## src/rtl/ysyx_24070016_mem_arbiter_if.sv

```systemverilog
// Bundle of the three request/response channels around the memory arbiter:
// fetch (IFU), data (LSU) and the shared memory port.
// The slave view belongs to the arbiter; the master view belongs to its
// surroundings (requesters plus the memory/bus bridge).
interface ysyx_24070016_mem_arbiter_if;
  // instruction fetch channel
  logic        ifu_req_valid;
  logic        ifu_req_ready;
  logic [31:0] ifu_addr;
  logic        ifu_rsp_valid;
  logic        ifu_rsp_ready;
  logic [31:0] ifu_rsp_data;
  logic        ifu_rsp_err;
  // load/store channel
  logic        lsu_req_valid;
  logic        lsu_req_ready;
  logic [31:0] lsu_addr;
  logic        lsu_wen;
  logic [31:0] lsu_wdata;
  logic [3:0]  lsu_wmask;
  logic        lsu_rsp_valid;
  logic        lsu_rsp_ready;
  logic [31:0] lsu_rsp_rdata;
  logic        lsu_rsp_err;
  // shared memory port
  logic        mem_req_valid;
  logic        mem_req_ready;
  logic [31:0] mem_addr;
  logic        mem_wen;
  logic [31:0] mem_wdata;
  logic [3:0]  mem_wmask;
  logic        mem_rsp_valid;
  logic        mem_rsp_ready;
  logic [31:0] mem_rsp_rdata;
  logic        mem_rsp_err;

  modport slave (
    input  ifu_req_valid, ifu_addr, ifu_rsp_ready,
    input  lsu_req_valid, lsu_addr, lsu_wen, lsu_wdata, lsu_wmask, lsu_rsp_ready,
    input  mem_req_ready, mem_rsp_valid, mem_rsp_rdata, mem_rsp_err,
    output ifu_req_ready, ifu_rsp_valid, ifu_rsp_data, ifu_rsp_err,
    output lsu_req_ready, lsu_rsp_valid, lsu_rsp_rdata, lsu_rsp_err,
    output mem_req_valid, mem_addr, mem_wen, mem_wdata, mem_wmask, mem_rsp_ready
  );

  modport master (
    output ifu_req_valid, ifu_addr, ifu_rsp_ready,
    output lsu_req_valid, lsu_addr, lsu_wen, lsu_wdata, lsu_wmask, lsu_rsp_ready,
    output mem_req_ready, mem_rsp_valid, mem_rsp_rdata, mem_rsp_err,
    input  ifu_req_ready, ifu_rsp_valid, ifu_rsp_data, ifu_rsp_err,
    input  lsu_req_ready, lsu_rsp_valid, lsu_rsp_rdata, lsu_rsp_err,
    input  mem_req_valid, mem_addr, mem_wen, mem_wdata, mem_wmask, mem_rsp_ready
  );
endinterface

```

## src/rtl/ysyx_24070016_mem_arbiter.sv

```systemverilog
// Shares the single memory port between the fetch unit and the load/store
// unit. One transaction is in flight at a time; ties go round-robin, request
// fields are latched for the whole transaction, and error responses are
// generated locally for misaligned fetches and memory timeouts.
module ysyx_24070016_mem_arbiter #(
  parameter int TIMEOUT = 255
) (
  input logic clk,
  input logic rst,
  ysyx_24070016_mem_arbiter_if.slave bus
);

  // A zero TIMEOUT still needs a one-bit counter so the declaration is legal.
  localparam int CW = (TIMEOUT > 0) ? $clog2(TIMEOUT + 1) : 1;
  // The timeout fires on the cycle whose increment would make the counter
  // reach TIMEOUT, so the owner waits exactly TIMEOUT cycles in RSP.
  localparam logic [CW-1:0] CNT_LAST = (TIMEOUT > 0) ? CW'(TIMEOUT - 1) : '0;

  typedef enum logic [1:0] {
    IDLE = 2'd0,
    REQ  = 2'd1,
    RSP  = 2'd2,
    ERR  = 2'd3
  } state_t;

  state_t          state;
  state_t          state_next;
  logic            owner;        // 0 = IFU, 1 = LSU
  logic            last;         // owner of the most recent grant
  logic [31:0]     addr;
  logic            wen;
  logic [31:0]     wdata;
  logic [3:0]      wmask;
  logic [CW-1:0]   cnt;

  logic            grant_lsu;
  logic            grant_ifu;
  logic            accept;
  logic            misaligned;
  logic            owner_rsp_ready;
  logic            ifu_req_ready;
  logic            lsu_req_ready;
  logic            mem_req_valid;
  logic            mem_rsp_ready;
  logic            rsp_valid;
  logic [31:0]     rsp_data;
  logic            rsp_err;

  // Arbitration: a lone requester wins; on a tie the one that was not last wins.
  always_comb begin
    grant_lsu       = bus.lsu_req_valid && (!bus.ifu_req_valid || (last == 1'b0));
    grant_ifu       = bus.ifu_req_valid && !grant_lsu;
    accept          = (state == IDLE) && (grant_lsu || grant_ifu);
    misaligned      = (bus.ifu_addr[1:0] != 2'b00);
    owner_rsp_ready = owner ? bus.lsu_rsp_ready : bus.ifu_rsp_ready;
  end

  // Next-state and per-state outputs; responses are built owner-neutral here
  // and steered to the owner's port below.
  always_comb begin
    state_next    = state;
    ifu_req_ready = 1'b0;
    lsu_req_ready = 1'b0;
    mem_req_valid = 1'b0;
    mem_rsp_ready = 1'b1;   // stale responses are swallowed outside RSP
    rsp_valid     = 1'b0;
    rsp_data      = 32'h0000_0000;
    rsp_err       = 1'b0;
    case (state)
      IDLE: begin
        ifu_req_ready = grant_ifu;
        lsu_req_ready = grant_lsu;
        if (grant_lsu) begin
          state_next = REQ;
        end else if (grant_ifu) begin
          state_next = misaligned ? ERR : REQ;
        end else begin
          state_next = IDLE;
        end
      end
      REQ: begin
        mem_req_valid = 1'b1;
        if (bus.mem_req_ready) begin
          state_next = RSP;
        end else begin
          state_next = REQ;
        end
      end
      RSP: begin
        rsp_valid     = bus.mem_rsp_valid;
        rsp_data      = bus.mem_rsp_rdata;
        rsp_err       = bus.mem_rsp_err;
        mem_rsp_ready = owner_rsp_ready;
        if (bus.mem_rsp_valid && owner_rsp_ready) begin
          state_next = IDLE;
        end else if (!bus.mem_rsp_valid && (TIMEOUT != 0) && (cnt == CNT_LAST)) begin
          state_next = ERR;
        end else begin
          state_next = RSP;
        end
      end
      ERR: begin
        rsp_valid = 1'b1;
        rsp_err   = 1'b1;
        if (owner_rsp_ready) begin
          state_next = IDLE;
        end else begin
          state_next = ERR;
        end
      end
      default: begin
        state_next = IDLE;
      end
    endcase
  end

  // State register.
  always_ff @(posedge clk) begin
    if (rst) begin
      state <= IDLE;
    end else begin
      state <= state_next;
    end
  end

  // Ownership and latched request fields, captured on the request handshake.
  always_ff @(posedge clk) begin
    if (rst) begin
      owner <= 1'b0;
      last  <= 1'b0;
      addr  <= 32'h0000_0000;
      wen   <= 1'b0;
      wdata <= 32'h0000_0000;
      wmask <= 4'h0;
    end else if (accept) begin
      owner <= grant_lsu;
      last  <= grant_lsu;
      addr  <= grant_lsu ? bus.lsu_addr  : bus.ifu_addr;
      wen   <= grant_lsu ? bus.lsu_wen   : 1'b0;
      wdata <= grant_lsu ? bus.lsu_wdata : 32'h0000_0000;
      wmask <= grant_lsu ? bus.lsu_wmask : 4'h0;
    end
  end

  // Response timeout counter: cleared when the memory takes the request,
  // advanced on every RSP cycle without a memory response.
  always_ff @(posedge clk) begin
    if (rst) begin
      cnt <= '0;
    end else if ((state == REQ) && bus.mem_req_ready) begin
      cnt <= '0;
    end else if ((state == RSP) && !bus.mem_rsp_valid) begin
      cnt <= cnt + CW'(1);
    end
  end

  assign bus.ifu_req_ready = ifu_req_ready;
  assign bus.lsu_req_ready = lsu_req_ready;
  assign bus.mem_req_valid = mem_req_valid;
  assign bus.mem_addr      = addr;
  assign bus.mem_wen       = wen;
  assign bus.mem_wdata     = wdata;
  assign bus.mem_wmask     = wmask;
  assign bus.mem_rsp_ready = mem_rsp_ready;

  // Only the owner ever sees a response; the other port stays quiet.
  assign bus.ifu_rsp_valid = rsp_valid && !owner;
  assign bus.ifu_rsp_data  = owner ? 32'h0000_0000 : rsp_data;
  assign bus.ifu_rsp_err   = rsp_err && !owner;
  assign bus.lsu_rsp_valid = rsp_valid && owner;
  assign bus.lsu_rsp_rdata = owner ? rsp_data : 32'h0000_0000;
  assign bus.lsu_rsp_err   = rsp_err && owner;

endmodule

```

## src/flat_wrapper.sv

```systemverilog
// flat-port wrapper written by rule: the top's interface ports become plain ports
module ysyx_24070016_mem_arbiter_flat 
#(
  parameter int TIMEOUT = 255
)
  (clk, rst, bus_ifu_req_valid, bus_ifu_addr, bus_ifu_rsp_ready, bus_lsu_req_valid, bus_lsu_addr, bus_lsu_wen, bus_lsu_wdata, bus_lsu_wmask, bus_lsu_rsp_ready, bus_mem_req_ready, bus_mem_rsp_valid, bus_mem_rsp_rdata, bus_mem_rsp_err, bus_ifu_req_ready, bus_ifu_rsp_valid, bus_ifu_rsp_data, bus_ifu_rsp_err, bus_lsu_req_ready, bus_lsu_rsp_valid, bus_lsu_rsp_rdata, bus_lsu_rsp_err, bus_mem_req_valid, bus_mem_addr, bus_mem_wen, bus_mem_wdata, bus_mem_wmask, bus_mem_rsp_ready);
  ysyx_24070016_mem_arbiter_if bus_i ();
  input logic clk;
  input logic rst;
  input wire logic [$bits(bus_i.ifu_req_valid)-1:0] bus_ifu_req_valid;
  input wire logic [$bits(bus_i.ifu_addr)-1:0] bus_ifu_addr;
  input wire logic [$bits(bus_i.ifu_rsp_ready)-1:0] bus_ifu_rsp_ready;
  input wire logic [$bits(bus_i.lsu_req_valid)-1:0] bus_lsu_req_valid;
  input wire logic [$bits(bus_i.lsu_addr)-1:0] bus_lsu_addr;
  input wire logic [$bits(bus_i.lsu_wen)-1:0] bus_lsu_wen;
  input wire logic [$bits(bus_i.lsu_wdata)-1:0] bus_lsu_wdata;
  input wire logic [$bits(bus_i.lsu_wmask)-1:0] bus_lsu_wmask;
  input wire logic [$bits(bus_i.lsu_rsp_ready)-1:0] bus_lsu_rsp_ready;
  input wire logic [$bits(bus_i.mem_req_ready)-1:0] bus_mem_req_ready;
  input wire logic [$bits(bus_i.mem_rsp_valid)-1:0] bus_mem_rsp_valid;
  input wire logic [$bits(bus_i.mem_rsp_rdata)-1:0] bus_mem_rsp_rdata;
  input wire logic [$bits(bus_i.mem_rsp_err)-1:0] bus_mem_rsp_err;
  output wire logic [$bits(bus_i.ifu_req_ready)-1:0] bus_ifu_req_ready;
  output wire logic [$bits(bus_i.ifu_rsp_valid)-1:0] bus_ifu_rsp_valid;
  output wire logic [$bits(bus_i.ifu_rsp_data)-1:0] bus_ifu_rsp_data;
  output wire logic [$bits(bus_i.ifu_rsp_err)-1:0] bus_ifu_rsp_err;
  output wire logic [$bits(bus_i.lsu_req_ready)-1:0] bus_lsu_req_ready;
  output wire logic [$bits(bus_i.lsu_rsp_valid)-1:0] bus_lsu_rsp_valid;
  output wire logic [$bits(bus_i.lsu_rsp_rdata)-1:0] bus_lsu_rsp_rdata;
  output wire logic [$bits(bus_i.lsu_rsp_err)-1:0] bus_lsu_rsp_err;
  output wire logic [$bits(bus_i.mem_req_valid)-1:0] bus_mem_req_valid;
  output wire logic [$bits(bus_i.mem_addr)-1:0] bus_mem_addr;
  output wire logic [$bits(bus_i.mem_wen)-1:0] bus_mem_wen;
  output wire logic [$bits(bus_i.mem_wdata)-1:0] bus_mem_wdata;
  output wire logic [$bits(bus_i.mem_wmask)-1:0] bus_mem_wmask;
  output wire logic [$bits(bus_i.mem_rsp_ready)-1:0] bus_mem_rsp_ready;
  assign bus_i.ifu_req_valid = bus_ifu_req_valid;
  assign bus_i.ifu_addr = bus_ifu_addr;
  assign bus_i.ifu_rsp_ready = bus_ifu_rsp_ready;
  assign bus_i.lsu_req_valid = bus_lsu_req_valid;
  assign bus_i.lsu_addr = bus_lsu_addr;
  assign bus_i.lsu_wen = bus_lsu_wen;
  assign bus_i.lsu_wdata = bus_lsu_wdata;
  assign bus_i.lsu_wmask = bus_lsu_wmask;
  assign bus_i.lsu_rsp_ready = bus_lsu_rsp_ready;
  assign bus_i.mem_req_ready = bus_mem_req_ready;
  assign bus_i.mem_rsp_valid = bus_mem_rsp_valid;
  assign bus_i.mem_rsp_rdata = bus_mem_rsp_rdata;
  assign bus_i.mem_rsp_err = bus_mem_rsp_err;
  assign bus_ifu_req_ready = bus_i.ifu_req_ready;
  assign bus_ifu_rsp_valid = bus_i.ifu_rsp_valid;
  assign bus_ifu_rsp_data = bus_i.ifu_rsp_data;
  assign bus_ifu_rsp_err = bus_i.ifu_rsp_err;
  assign bus_lsu_req_ready = bus_i.lsu_req_ready;
  assign bus_lsu_rsp_valid = bus_i.lsu_rsp_valid;
  assign bus_lsu_rsp_rdata = bus_i.lsu_rsp_rdata;
  assign bus_lsu_rsp_err = bus_i.lsu_rsp_err;
  assign bus_mem_req_valid = bus_i.mem_req_valid;
  assign bus_mem_addr = bus_i.mem_addr;
  assign bus_mem_wen = bus_i.mem_wen;
  assign bus_mem_wdata = bus_i.mem_wdata;
  assign bus_mem_wmask = bus_i.mem_wmask;
  assign bus_mem_rsp_ready = bus_i.mem_rsp_ready;
  ysyx_24070016_mem_arbiter #(.TIMEOUT(TIMEOUT)) u_core (.clk(clk), .rst(rst), .bus(bus_i));
endmodule
```

## config.mk

```make
export PLATFORM = sky130hd
export DESIGN_NAME = ysyx_24070016_mem_arbiter_flat
export DESIGN_NICKNAME = d
export VERILOG_FILES = /design/src/rtl/ysyx_24070016_mem_arbiter_if.sv /design/src/rtl/ysyx_24070016_mem_arbiter.sv /design/src/flat_wrapper.sv
export SDC_FILE = /design/constraint.sdc
export NUM_CORES = 1
export LEC_CHECK = 0
export BUFFER_PORTS_ARGS = -buffer_cell sky130_fd_sc_hd__buf_2
export CAP_MARGIN = 10
export CORE_AREA = 5 5 107 109
export CTS_CLUSTER_DIAMETER = 120
export DETAILED_ROUTE_END_ITERATION = 10
export DIE_AREA = 0 0 112 114
export PLACE_DENSITY_LB_ADDON = 0.25
export SYNTH_ARGS = -nofsm -noshare
export SYNTH_HDL_FRONTEND = slang
export SYNTH_SLANG_ARGS = --single-unit
```

## constraint.sdc

```tcl
create_clock -name clk -period 3.2 [get_ports clk]
set_input_delay 0.48 -clock clk [delete_from_list [all_inputs] [get_ports clk]]
set_output_delay 0.48 -clock clk [all_outputs]
set_load 0.01 [all_outputs]
```

# Yosys cells after proc, flatten, opt, wreduce, memory -nomap -nowiden
# Index checks and enable logic that the tools add are counted.
# op_classes
n_addsub	1
n_bitwise	1
mux	22
n_eq_ne	4
n_reduce_logical	20
# ops
cell	count
2-to-1 mux 32 bit	5
2-to-1 mux 2 bit	6
logical AND 1 bit	11
adder 8 x 1 -> 8 bit (second input constant)	1
== test 8 bit (second input constant)	1
one-hot mux 2 bit (4 select lines)	1
2-to-1 mux 1 bit	7
== test 2 bit (second input constant)	2
logical NOT 1 bit	4
2-to-1 mux 4 bit	1
one-hot mux 1 bit (2 select lines)	2
== test 2 x 1 -> 1 bit (second input constant)	1
logical NOT 2 bit	1
logical OR 1 bit	2
nonzero test 2 bit	1
OR reduction 2 bit	1
inverter 1 bit	1
# word_totals
out_inout_bits	141
elab_cells	55
reg_bits	80

# Depth between registers and ports, before layout
# Gate-level depths: netlist of the first run.
# depth
word_depth	8
ltp_mapped	5

# Least setup slack after synthesis of the first run
# No wires, ideal clock.
# synth_timing
path_type	input port to output port
from	in bus_lsu_req_valid
to	out bus_lsu_req_ready
required_time_ps	2720
cell_stages	5
t_arrival_ps	1237
path_slack_ps	1483
path_buffers	2
path_cell_list	a21boi_1 -> buf_4 -> clkbuf_1 -> nand2_1 -> inv_1
# synth_between
elab_chain_cells	2
# synth_lines
item	line_no	text
start: declaration	flat_wrapper.sv:13	input wire logic [$bits(bus_i.lsu_req_valid)-1:0] bus_lsu_req_valid;
logical AND 1 bit	ysyx_24070016_mem_arbiter.sv:51	grant_lsu = bus.lsu_req_valid && (!bus.ifu_req_valid || (last == 1'b0));
2-to-1 mux 1 bit	ysyx_24070016_mem_arbiter.sv:69	case (state)
end: declaration	flat_wrapper.sv:27	output wire logic [$bits(bus_i.lsu_req_ready)-1:0] bus_lsu_req_ready;
# Every way passes these cells.

# Worst setup path in the final report of the first run
# layout_timing
from	reg u_core.state[1]
to	out bus_lsu_rsp_rdata[9]
# layout_between
elab_chain_cells	3
# layout_lines
item	line_no	text
start: declaration	ysyx_24070016_mem_arbiter.sv:26	state_t state;
start signal: assignment	ysyx_24070016_mem_arbiter.sv:122	state <= state_next;
== test 2 bit	ysyx_24070016_mem_arbiter.sv:69	
2-to-1 mux 32 bit	ysyx_24070016_mem_arbiter.sv:69	
2-to-1 mux 32 bit	ysyx_24070016_mem_arbiter.sv:171	assign bus.lsu_rsp_rdata = owner ? rsp_data : 32'h0000_0000;
end: declaration	flat_wrapper.sv:29	output wire logic [$bits(bus_i.lsu_rsp_rdata)-1:0] bus_lsu_rsp_rdata;
# Every way passes these cells.

==> results of run 1 <==
power by group through the flow:
stage / registers [W] / clock network (W) / logic (W)
detailed placement: 0.00123 / 0 / 0.000939
global placement: 0.00123 / 0 / 0.000923
finish: 0.00121 / 0.000693 / 0.000933
CTS: 0.00121 / 0.000715 / 0.000941
global route: 0.00123 / 0.000755 / 0.00103
floorplan: 0.00127 / 0 / 0.000515
cell type report:
type / count / area [sq um]
sequential: 80 / 1600
tap: 140 / 175
inverter: 4 / 15.0
antenna: 2 / 5.00
clock inverter: 4 / 30.0
fill: 1029 / 4920
multi-input combinational: 338 / 2130
clock buffer: 11 / 151
timing repair buffer: 290 / 1480
logic make-up (layout without fill, tap and decap cells):
group           count (synthesis)  count (layout)  synth area share
compound gates                155             155             0.223
simple gates                  145             145             0.214
flops                          80              80             0.405
buf+inv                        50             309            0.0611
mux                            34              34            0.0861
fa+ha+maj                       2               2           0.00633
xor+xnor                        2               2           0.00443
other cells                     0               2                 0
worst min-delay path: stages:
cell     delay (ns)
buf_2          0.09
nand3_1        0.05
a21oi_1        0.05
cell usage in the layout, fill, tap and decap left out, types with 2 or more instances in the layout:
master    synthesis  layout
nor2_2            0       2
diode_2           0       2
nand2b_1          3       3
nor2_1           14      12
buf_4             3       7
clkbuf_8          0      11
a211oi_1         33      33
buf_2            16     282
mux2i_1          34      34
and2_1           64      64
dfxtp_1          80      80
or4_1             2       2
or2_2             2       2
nand2_1           3       3
o21ai_0          38      38
clkinv_4          0       2
nand4_1           2       2
and3_1            2       2
xnor2_1           2       2
ha_1              2       2
nand3_1          40      40
a21oi_1          75      75
o31ai_1           2       2
or3_1             2       2
inv_1             4       4
nand3b_1          2       2
worst max path at each step:
| stage | endpoint | slack [ns] |
|---|---|---|
| 4_1_cts | bus_lsu_rsp_rdata[3] | 0.92 |
| 6_report | bus_lsu_rsp_rdata[9] | 0.91 |
| 5_1_grt | bus_lsu_rsp_rdata[29] | 0.78 |
| 3_5_place_dp | u_core.bus.mem_addr[27]$_SDFFE_PP0P_ | 1.24 |
| 2_1_floorplan | bus_lsu_req_ready | 1.48 |
| 3_3_place_gp | u_core.bus.mem_addr[22]$_SDFFE_PP0P_ | 1.31 |
metal layers:
layer  vias up  GRT usage
li1       2175          -
met1      2060      0.241
met2       218      0.398
met3        19     0.0647
met4         0     0.0889
met5         -          0
per-stage QoR:
step	hold slack (ns)	total power [W]	std cells	area, sq um
global route	0.357	0.00301	869	5590
finish	0.365	0.00284	869	5590
global placement	0.457	0.00215	852	5400
CTS	0.348	0.00287	867	5580
floorplan	0.448	0.00178	468	3950
detailed placement	0.463	0.00217	852	5400
flip-flops by register name, indices dropped and copies added, names as in the netlist:
signal,cells
u_core.bus.mem_wdata,32
u_core.bus.mem_addr,32
u_core.cnt,8
u_core.bus.mem_wen,1
u_core.state,2
u_core.owner,1
u_core.bus.mem_wmask,4
==> impl_metrics.tcl, run 1 <==
set metrics [dict create \
    status "completed" \
    combPwrFrac 0.329 \
    core_sq_um 10500 \
    first_iter_violations 274 \
    syn_to_final_growth_pct 41.4 \
    cts_tree "done" \
    critPathSlowestCell "dfxtp_1" \
    internal_power_w 0.00183 \
    finalHoldViolCount 0 \
    via_per_inst 5.15 \
    finalCritPeriodShare 0.716 \
    synth_area_sq_um 3950 \
    synth_top_area_frac 0.405 \
    drc 0 \
    ys_ff_latch 80 \
    wl_per_cell_microns 17.0 \
    dr.pass1.iters 4 \
    worstSetupEndpointType "output port" \
    start_kind "register" \
    holdPathEnd "u_core.bus.mem_wdata[8]$_SDFFE_PP0P_" \
    crit_cells 5 \
    rsz0062_at_grt "false" \
    cts.clk_slew.worst_paths_ns 0.09 \
    syn-num-nets 612 \
    slew_violations 0 \
    synth.yosys.seq_area_share 0.405 \
    met2_length_mm 7.76 \
    cts_buffers 9 \
    p_clk_frac 0.244 \
    synth_area_leaders "dfxtp_1 (41%), and2_1 (10%), a21oi_1 (9.5%)" \
    path_buf_inv 2 \
    ctsHoldBuffers 0 \
    setup_tns_ns 0 \
    antenna_found_initial 2 \
    crit_fanout 32 \
    start_util 0.376 \
    yosys-top-cells-count "dfxtp_1 (80), a21oi_1 (75), and2_1 (64)" \
    p_per_area_nw_per_um2 508 \
    p_seq_frac 0.427 \
    cap_viol_max_count 0 \
    syn-mean-instance-area_sq_um 8.45 \
    clock_sinks 80 \
    synth_top_flop_cell "dfxtp_1" \
    io_pins 283 \
    postCtsSetupBuffers 0 \
    wl_met3_mm 1.39 \
    portBuffers 282 \
    slowest_delay_ns 0.61 \
    yosysUniqueCellTypes 40 \
    setup_slack_ns 0.910 \
    die_w_microns 112 \
    grt_pass1_vias 4405 \
    fin_nets 867 \
    worstReg2RegEnd "u_core.bus.mem_addr[25]$_SDFFE_PP0P_" \
    htreeDepth 3 \
    row_count 38 \
    dp_hpwl_mm 11.1 \
    synth-edff-count 0 \
    min_period_ns 2.29 \
    yosysTopAreaCell "dfxtp_1" \
    cp_cell_sequence "nand2_1 > nor2_1 > buf_4 > and2_1 > buf_2" \
    setup_viol 0 \
    routed_wirelength_mm 14.8 \
    track_usage 0.220 \
    worstHoldPathType "primary input to register" \
    insertion_delay_ns 0.35 \
    cts_max_path_buffers 2 \
    async_reset_ff_frac 0 \
    clock-root-buffer "clkbuf_8" \
    fmax_mhz 437 \
    critPathLaunch "u_core.state[1]$_SDFF_PP0_" \
    grt_max_degree 69 \
    r2r_start "u_core.state[0]$_SDFF_PP0_" \
    slew_headroom 0.429 \
    cp.arrival_ns 1.81 \
    max_slew.worst_pin.slew_ns 0.857 \
    yosysMostFrequentCell "dfxtp_1" \
    switchingPower_w 0.00101 \
    post-route-util 0.532 \
    gp_congestion 0.901 \
    post_cts_resized 0 \
    ant_nets 0 \
    drive_above_1_share 0.432 \
    cp.required_ns 2.72 \
    die_y_microns 114 \
    whs_path_depth 3 \
    met1_length_mm 5.34 \
    path_class "register to output port" \
    vias 4472 \
    worst-r2r-setup-slack_ns 1.21 \
    synth_cells 468 \
    cpLargestDelayFamily "flip-flops" \
    grt_overflow 0 \
    r2r_cells 4 \
    peakVddDrop_uv 202 \
    skew_ns 0.0112 \
    dr.max_layer_used "met4" \
    hp-start "bus_lsu_wdata[8]" \
    yosys_warnings 0 \
    switching_share 0.356 \
    dp_slack_ns 1.24 \
    leakage_nw 2.82 \
    die_area_sq_um 12800 \
    grt_pass1_wl_mm 22.7 \
]
(Power assumes the default switching activity.)
==> run 2: changes to the inputs <==
--- a/config.mk
+++ b/config.mk
@@ -7,10 +7,10 @@
 export LEC_CHECK = 0
 export BUFFER_PORTS_ARGS = -buffer_cell sky130_fd_sc_hd__buf_2
 export CAP_MARGIN = 10
-export CORE_AREA = 5 5 107 109
+export CORE_AREA = 5 5 108 110
 export CTS_CLUSTER_DIAMETER = 120
 export DETAILED_ROUTE_END_ITERATION = 10
-export DIE_AREA = 0 0 112 114
+export DIE_AREA = 0 0 113 115
 export PLACE_DENSITY_LB_ADDON = 0.25
 export SYNTH_ARGS = -nofsm -noshare
 export SYNTH_HDL_FRONTEND = slang
==> constraint.sdc (replaced) <==
create_clock -name clk -period 2.32 [get_ports clk]
set_input_delay 0.348 -clock clk [delete_from_list [all_inputs] [get_ports clk]]
set_output_delay 0.348 -clock clk [all_outputs]
set_load 0.01 [all_outputs]
==> run 2 against run 1 <==
  * Final cell count is 0.58% higher
  * Utilization down 0.052 points
  * Register-to-register slack worse by 0.58 ns
  * Global-route usage decreased by 0.74 points
  * Sequential share of layout area is 0.23 points lower
  * Via count down 1.0%
  * Clock-buffer cell count down 1
  * Critical path type unchanged
  * Critical endpoint is now bus_lsu_rsp_rdata[11]
==> impl_metrics.tcl, run 2 (synthesis results as in run 1) <==
set metrics [dict create \
    status "completed" \
    cts.clk_slew.worst_paths_ns 0.08 \
    portBuffers 282 \
    worstSetupEndpointType "output port" \
    insertion_delay_ns 0.34 \
    syn_to_final_growth_pct 42.5 \
    row_count 38 \
    grt_overflow 0 \
    fin_nets 871 \
    antenna_found_initial 3 \
    crit_cells 5 \
    drc 0 \
    r2r_cells 4 \
    slew_headroom 0.593 \
    worst-r2r-setup-slack_ns 0.63 \
    layout_commonest_cell "buf_2" \
    whs_path_depth 3 \
    crit_fanout 32 \
    routed_wirelength_mm 14.7 \
    setup_viol 0 \
    post_cts_resized 0 \
    leakage_nw 2.84 \
    cp_cell_sequence "nand2_1 > nor2_1 > buf_4 > and2_1 > buf_2" \
    peakVddDrop_uv 268 \
    cts_max_path_buffers 2 \
    instances_no_fill 874 \
    core_sq_um 10600 \
    fill_cells 1055 \
    ctsHoldBuffers 0 \
    rsz0062_at_grt "false" \
    dp_cells 856 \
    slew_violations 0 \
    ant_nets 0 \
    layout_common_cells "buf_2 (282), dfxtp_1 (80), a21oi_1 (75), and2_1 (64), nand3_1 (40)" \
    path_class "register to output port" \
    dp_hpwl_mm 11.6 \
    critPathSlowestCell "dfxtp_1" \
    via_per_inst 5.07 \
    slowest_delay_ns 0.59 \
    drive_above_1_share 0.435 \
    cp.arrival_ns 1.78 \
    cpLargestDelayFamily "flip-flops" \
    cts_tree "done" \
    htreeDepth 3 \
    first_iter_violations 356 \
    start_kind "register" \
    die_area_sq_um 13000 \
    cp.required_ns 1.97 \
    die_y_microns 115 \
    clock_sinks 80 \
    postCtsSetupBuffers 0 \
    cts_buffers 9 \
    cap_viol_max_count 0 \
    max_slew.worst_pin.slew_ns 0.610 \
    io_pins 283 \
    p_per_area_nw_per_um2 707 \
    worstHoldPathType "primary input to register" \
    start_util 0.373 \
    grt_pass1_wl_mm 22.2 \
    track_usage 0.212 \
    fmax_mhz 470 \
    gp_congestion 0.905 \
    setup_tns_ns 0 \
    clock-root-buffer "clkbuf_8" \
    path_buf_inv 2 \
    vias 4427 \
    finalCritPeriodShare 0.918 \
    die_w_microns 113 \
    grt_pass1_vias 4406 \
    skew_ns 0.00813 \
    dr.pass1.iters 4 \
    min_period_ns 2.13 \
    finalHoldViolCount 0 \
    wl_per_cell_microns 16.8 \
    grt_max_degree 39 \
]
-- run 2: metal layers --
| layer | vias up | global-route usage | share of wire |
|---|---|---|---|
| li1 | 2185 | - | - |
| met1 | 2007 | 0.227 | 0.37 |
| met2 | 210 | 0.385 | 0.52 |
| met3 | 25 | 0.0684 | 0.091 |
| met4 | 0 | 0.0913 | 0.025 |
| met5 | - | 0 | 0 |
-- run 2: final cells by class --
type,count,area [sq um],area share
multi-input combinational,338,2130,0.378
sequential,80,1600,0.284
timing repair buffer,294,1510,0.269
tap,140,175,0.0311
clock buffer,10,138,0.0244
clock inverter,5,56.3,0.00999
inverter,4,15.0,0.00266
antenna,3,7.51,0.00133
-- run 2: metrics by stage --
| stage | utilization | power, W | area [sq um] | hold slack [ns] | setup slack [ns] |
|---|---|---|---|---|---|
| finish | 0.531 | 0.00399 | 5630 | 0.240 | 0.191 |
| global route | 0.531 | 0.00424 | 5630 | 0.217 | 0.00174 |
| CTS | 0.531 | 0.00403 | 5630 | 0.219 | 0.170 |
| detailed placement | 0.512 | 0.00300 | 5430 | 0.467 | 0.567 |
| global placement | 0.512 | 0.00297 | 5430 | 0.458 | 0.617 |
| floorplan | - | 0.00246 | 3950 | 0.448 | 0.811 |
-- run 2: worst min-delay path, stage by stage --
cell and delay [ns]:
buf_2 0.09, nand3_1 0.05, a21oi_1 0.05
-- run 2: worst paths after layout --
check / start / to
setup / recovery: u_core.state[1]$_SDFF_PP0_ / bus_lsu_rsp_rdata[11]
hold / removal: bus_lsu_wdata[14] / u_core.bus.mem_wdata[14]$_SDFFE_PP0P_
setup reg to reg: u_core.state[0]$_SDFF_PP0_ / u_core.bus.mem_wdata[10]$_SDFFE_PP0P_
hold reg to reg: u_core.bus.mem_wdata[0]$_SDFFE_PP0P_ / u_core.bus.mem_wdata[0]$_SDFFE_PP0P_
-- run 2: power by group --
group | internal [W] | total, W | leakage [nW] | switching (W)
clock | 0.000521 | 0.00103 | 0.0985 | 0.000506
sequential | 0.00155 | 0.00167 | 0.658 | 0.000111
combinational | 0.000535 | 0.00129 | 2.09 | 0.000758
